===== src/rtl/ecc_pkg.sv =====
// Shared SECDED types and helpers for the Hamming codeword layout (bit i = position i, bit 0 = p0).
package ecc_pkg;

  typedef enum logic [1:0] {
    CLEAN = 2'b00,
    SEC   = 2'b01,
    DED   = 2'b10,
    P0ERR = 2'b11
  } ecc_status_t;

  localparam int ECC_R  = 4;
  localparam int ECC_N  = 2**ECC_R;
  localparam int ECC_DW = ECC_N - ECC_R - 1;

  // Helpers work on a maximum-size word so any R up to MAX_R shares one implementation.
  localparam int MAX_R = 8;
  localparam int MAX_N = 2**MAX_R;

  function automatic logic [MAX_R-1:0] syndrome(input logic [MAX_N-1:0] cw, input int r);
    logic [MAX_R-1:0] s;
    s = '0;
    for (int i = 1; i < MAX_N; i++) begin
      if (i < (1 << r)) begin
        for (int k = 0; k < MAX_R; k++) begin
          if (i[k]) s[k] = s[k] ^ cw[i];
        end
      end
    end
    return s;
  endfunction

  function automatic logic [MAX_N-1:0] extract_data(input logic [MAX_N-1:0] cw, input int r);
    logic [MAX_N-1:0] d;
    int j;
    d = '0;
    j = 0;
    for (int i = 1; i < MAX_N; i++) begin
      if (i < (1 << r) && (i & (i - 1)) != 0) begin
        d[j] = cw[i];
        j++;
      end
    end
    return d;
  endfunction

endpackage


===== src/rtl/ecc_syndrome_calc.sv =====
// Combinational Hamming syndrome and overall parity of one codeword.
module ecc_syndrome_calc
  import ecc_pkg::*;
#(
  parameter int R = 4
) (
  input  logic [2**R-1:0] cw,
  output logic [R-1:0]    syn,
  output logic            par
);

  localparam int CW_EXT = MAX_N;

  assign syn = R'(syndrome(CW_EXT'(cw), R));
  assign par = ^cw;

endmodule


===== src/rtl/hamming_secded_pipe.sv =====
// Two-stage SECDED decoder: S1 registers syndrome/parity, S2 classifies, corrects and extracts.
// Both stages advance together; a stalled output freezes the whole pipe.
module hamming_secded_pipe
  import ecc_pkg::*;
#(
  parameter int R     = 4,
  parameter int CNT_W = 8
) (
  input  logic                clk,
  input  logic                rst_n,
  input  logic                in_valid,
  output logic                in_ready,
  input  logic [2**R-1:0]     in_cw,
  input  logic                correct_en,
  output logic                out_valid,
  input  logic                out_ready,
  output logic [2**R-R-2:0]   out_data,
  output ecc_status_t         out_status,
  input  logic                cnt_clr,
  output logic [CNT_W-1:0]    sec_cnt,
  output logic [CNT_W-1:0]    ded_cnt
);

  localparam int N      = 2**R;
  localparam int DW     = N - R - 1;
  localparam int CW_EXT = MAX_N;

  logic             v1_q, v1_d, v2_q, v2_d;
  logic [N-1:0]     cw1_q, cw1_d;
  logic             ce1_q, ce1_d;
  logic [R-1:0]     syn1_q, syn1_d;
  logic             par1_q, par1_d;
  logic [DW-1:0]    data_q, data_d;
  ecc_status_t      status_q, status_d;
  logic [CNT_W-1:0] sec_cnt_q, sec_cnt_d, ded_cnt_q, ded_cnt_d;

  logic [R-1:0]     syn_c;
  logic             par_c;
  logic             stage_en;
  logic             xfer;
  ecc_status_t      class_c;
  logic [N-1:0]     cw_fix;

  ecc_syndrome_calc #(.R(R)) u_syn (
    .cw  (in_cw),
    .syn (syn_c),
    .par (par_c)
  );

  assign stage_en = !v2_q || out_ready;
  assign xfer     = v2_q && out_ready;

  always_comb begin
    v1_d   = v1_q;
    cw1_d  = cw1_q;
    ce1_d  = ce1_q;
    syn1_d = syn1_q;
    par1_d = par1_q;
    if (stage_en) begin
      v1_d = in_valid;
      if (in_valid) begin
        cw1_d  = in_cw;
        ce1_d  = correct_en;
        syn1_d = syn_c;
        par1_d = par_c;
      end
    end
  end

  // Only a SEC word with correction enabled gets a bit flipped; DED data stays raw.
  always_comb begin
    class_c = CLEAN;
    cw_fix  = cw1_q;
    if (syn1_q == '0) begin
      class_c = par1_q ? P0ERR : CLEAN;
    end else if (par1_q) begin
      class_c = SEC;
      if (ce1_q) cw_fix = cw1_q ^ ({{(N-1){1'b0}}, 1'b1} << syn1_q);
    end else begin
      class_c = DED;
    end
  end

  always_comb begin
    v2_d     = v2_q;
    data_d   = data_q;
    status_d = status_q;
    if (stage_en) begin
      v2_d = v1_q;
      if (v1_q) begin
        data_d   = DW'(extract_data(CW_EXT'(cw_fix), R));
        status_d = class_c;
      end
    end
  end

  always_comb begin
    sec_cnt_d = sec_cnt_q;
    ded_cnt_d = ded_cnt_q;
    if (cnt_clr) begin
      sec_cnt_d = '0;
      ded_cnt_d = '0;
    end else if (xfer) begin
      if ((status_q == SEC || status_q == P0ERR) && sec_cnt_q != '1) sec_cnt_d = sec_cnt_q + 1'b1;
      if (status_q == DED && ded_cnt_q != '1) ded_cnt_d = ded_cnt_q + 1'b1;
    end
  end

  always_ff @(posedge clk or negedge rst_n) begin
    if (!rst_n) begin
      v1_q      <= 1'b0;
      v2_q      <= 1'b0;
      cw1_q     <= '0;
      ce1_q     <= 1'b0;
      syn1_q    <= '0;
      par1_q    <= 1'b0;
      data_q    <= '0;
      status_q  <= CLEAN;
      sec_cnt_q <= '0;
      ded_cnt_q <= '0;
    end else begin
      v1_q      <= v1_d;
      v2_q      <= v2_d;
      cw1_q     <= cw1_d;
      ce1_q     <= ce1_d;
      syn1_q    <= syn1_d;
      par1_q    <= par1_d;
      data_q    <= data_d;
      status_q  <= status_d;
      sec_cnt_q <= sec_cnt_d;
      ded_cnt_q <= ded_cnt_d;
    end
  end

  assign in_ready   = stage_en;
  assign out_valid  = v2_q;
  assign out_data   = data_q;
  assign out_status = status_q;
  assign sec_cnt    = sec_cnt_q;
  assign ded_cnt    = ded_cnt_q;

endmodule


===== config.mk =====
export PLATFORM = sky130hd
export DESIGN_NAME = hamming_secded_pipe
export DESIGN_NICKNAME = d
export VERILOG_FILES = /design/src/rtl/ecc_pkg.sv /design/src/rtl/ecc_syndrome_calc.sv /design/src/rtl/hamming_secded_pipe.sv
export SDC_FILE = /design/constraint.sdc
export NUM_CORES = 1
export LEC_CHECK = 0
export CORE_UTILIZATION = 39
export CTS_CLUSTER_DIAMETER = 60
export CTS_CLUSTER_SIZE = 14
export DETAILED_ROUTE_END_ITERATION = 6
export HOLD_SLACK_MARGIN = 0.03
export MAX_ROUTING_LAYER = met4
export PLACE_DENSITY = 0.63
export SYNTH_ARGS = -nofsm -noshare
export SYNTH_HDL_FRONTEND = slang
export SYNTH_HIERARCHICAL = 1
export SYNTH_SLANG_ARGS = --single-unit

===== constraint.sdc =====
create_clock -name clk -period 3 [get_ports clk]
set_input_delay 0.3 -clock clk [delete_from_list [all_inputs] [get_ports clk]]
set_output_delay 0.3 -clock clk [all_outputs]
set_load 0.02 [all_outputs]

==> metrics.txt <==
fin crit period 1.97 ns; vias in the first global route 1724; H-tree Lvls 2; status finished clean; Synth Cell Area 2480 um^2; number of antenna violations at the first check in global routing 0; Rows 28; pin count of the biggest net entering global routing 49; Post-Synthesis Cells 224; Seq/Total Area, Yosys 0.484; critical path type in -> out; initial drt markers 61; final clock skew 0.00824 ns; Post-CTS Setup Bufs 0; Least-Margin Pin Slew 1.07 ns; CP Capture Type output port; Worst Path Arrival 1.67 ns; post-CTS sizing 0; syn nets 248; full die area 6680 um^2; DR vias 1790; RSZ-0062 raised after global routing false; fillers 565; number of synthesized flops with an enable pin 0; Async SR Flop Fraction 1.00; DR DRC count 0; Nets 302; Non-Filler Instances 354; max_slew headroom 0.285; boundary pin count 53; first-pass GRT wire length 8210 um; Starting Density 0.412; root buffer cell clkbuf_8; Leak 1.28 nW; max_cap viols 0; drt wl/cell 13.2 um; M1 GR Usage 0.216; placed cell count 346; detailed placement HPWL 3510 um; post-route core utilization 0.525; maximum clock path buffer count 2; launch point of the critical path out_ready; # hold bufs at CTS 0; syn_area_per_cell 11.1 um^2; Top FF cell, synth dfrtp_1; Layout area overhead 27.4%; met2 usage 0.258; gpl congestion 0.863; register bit total from synthesis 48; DRT Pass-1 Iters 5; Final Max Tran Viols 0; die height 81.7 um; total CTS buffers 5; antenna-violating nets left 0; grt met3 use 0.0367; DR vias/cell 5.06; port buffer count 52; ANT cells 0; Core ar. 6030 um^2; worst skew pair latency 0.30 ns; Data required, critical path 2.70 ns; f_max 509 MHz; total power draw 1.99 mW; GRT Resource Usage Total 0.165; Setup TNS 0 ns; worst hold path class in -> async; layout cell share with drive strength beyond 1 0.136; post-synthesis cell type count 42; most used routing layer met2; CTS clk-pin slew, worst paths 0.09 ns; Setup crit start kind input port; worst r2r src sec_cnt[0]; YS warnings 6; pwr/cell area 630 nW/um^2; final WL 4690 um; Final setup viols 0; grt ovf 0; final hold violation count 0; Final Cycle Share 0.655; die width 81.7 um; CTS tree built; Max FO, Critical Path 5; maximum vdd drop 0.000230 V; CTS sink cnt 48
## final timing paths
| check | end | slack [ns] | cells after the start |
|---|---|---|---|
| hold reg to reg | out_valid | 0.48 | 2 |
| setup reg to reg | sec_cnt[7] | 1.33 | 5 |
| min in group clk | out_valid | 0.48 | 2 |
| max in group asynchronous | ded_cnt[2] | 2.15 | 1 |
| hold / removal | sec_cnt[5] | 0.18 | 1 |
| setup / recovery | in_ready | 1.03 | 3 |
## worst max-delay path: stages
cell	delay [ns]
clkdlybuf4s50_1	0.49
nand2b_1	0.23
clkdlybuf4s50_1	0.64
## sequential cells by signal, indices dropped and copies added, names as in the netlist
| signal | count |
|---|---|
| syn1_q | 4 |
| out_valid | 1 |
| out_status | 2 |
| sec_cnt | 8 |
| cw1_q | 11 |
| ce1_q | 1 |
| out_data | 11 |
| v1_q | 1 |
| par1_q | 1 |
| ded_cnt | 8 |
## synth_stat cells (2+ instances only)
library cell	number	area share
mux2i_1	2	0.0081
o21ai_0	15	0.030
inv_1	3	0.0045
nor2_1	20	0.030
nand3_1	3	0.0061
xnor2_1	33	0.12
nor4_1	2	0.0050
or3_1	2	0.0050
o211ai_1	4	0.012
nand4_1	2	0.0050
dfrtp_1	48	0.48
clkbuf_1	4	0.0061
ha_1	2	0.010
and3_1	4	0.010
a21oi_1	3	0.0061
xor2_1	12	0.042
nand2_1	19	0.029
mux2_2	18	0.082
nand2b_1	3	0.0076
nand4b_1	2	0.0071
nor3_1	2	0.0040
## power breakdown
part | internal (mW) | switching (mW)
clock | 0.188 | 0.214
sequential | 0.786 | 0.129
combinational | 0.354 | 0.320
## through the flow
| stage | worst slack [ns] | hold WS (ns) | instance area [um^2] |
|---|---|---|---|
| floorplan | 1.36 | 0.00441 | 2480 |
| global placement | 0.859 | 0.448 | 3070 |
| detailed placement | 0.832 | 0.461 | 3070 |
| CTS | 1.03 | 0.236 | 3160 |
| global route | 0.993 | 0.262 | 3160 |
| finish | 1.03 | 0.183 | 3160 |
## metal layers
layer / part of all wire / wire, um
met3: 0.046 / 217
met1: 0.47 / 2190
met4: 0.0062 / 29
met2: 0.48 / 2250
met5: 0 / 0
## layout make-up
class / instances / area, um^2 / share of cell area
clock buffer: 7 / 86.3 / 0.0273
clock inverter: 1 / 7.51 / 0.00238
inverter: 3 / 11.3 / 0.00356
multi-input combinational: 168 / 1240 / 0.394
sequential: 48 / 1200 / 0.380
tap: 75 / 93.8 / 0.0297
timing repair buffer: 52 / 515 / 0.163
## layout by cell type (no fill, tap or decap), types with 2 or more instances in the layout
master,Yosys,layout
or3_1,2,2
nand4b_1,2,2
nor2_1,20,20
a21oi_1,3,3
xnor2_1,33,33
clkdlybuf4s50_1,0,51
nand4_1,2,2
ha_1,2,2
inv_1,3,3
o21ai_0,15,15
dfrtp_1,48,48
mux2i_1,2,2
nand2_1,19,19
and3_1,4,4
nand2b_1,3,3
mux2_2,18,18
clkbuf_8,0,6
nor4_1,2,2
nor3_1,2,2
xor2_1,12,12
nand3_1,3,3
o211ai_1,4,4
## logic make-up after synthesis
logic type | share of synthesized area
adders and majority gates | 0.0101
buffers and inverters | 0.0136
DFF | 0.484
AOI/OAI and AO/OA | 0.0843
xor gates and xnor gates | 0.175
muxes | 0.0898
and+or+nand+nor | 0.143
No activity file was read; power rests on OpenSTA's default activity.
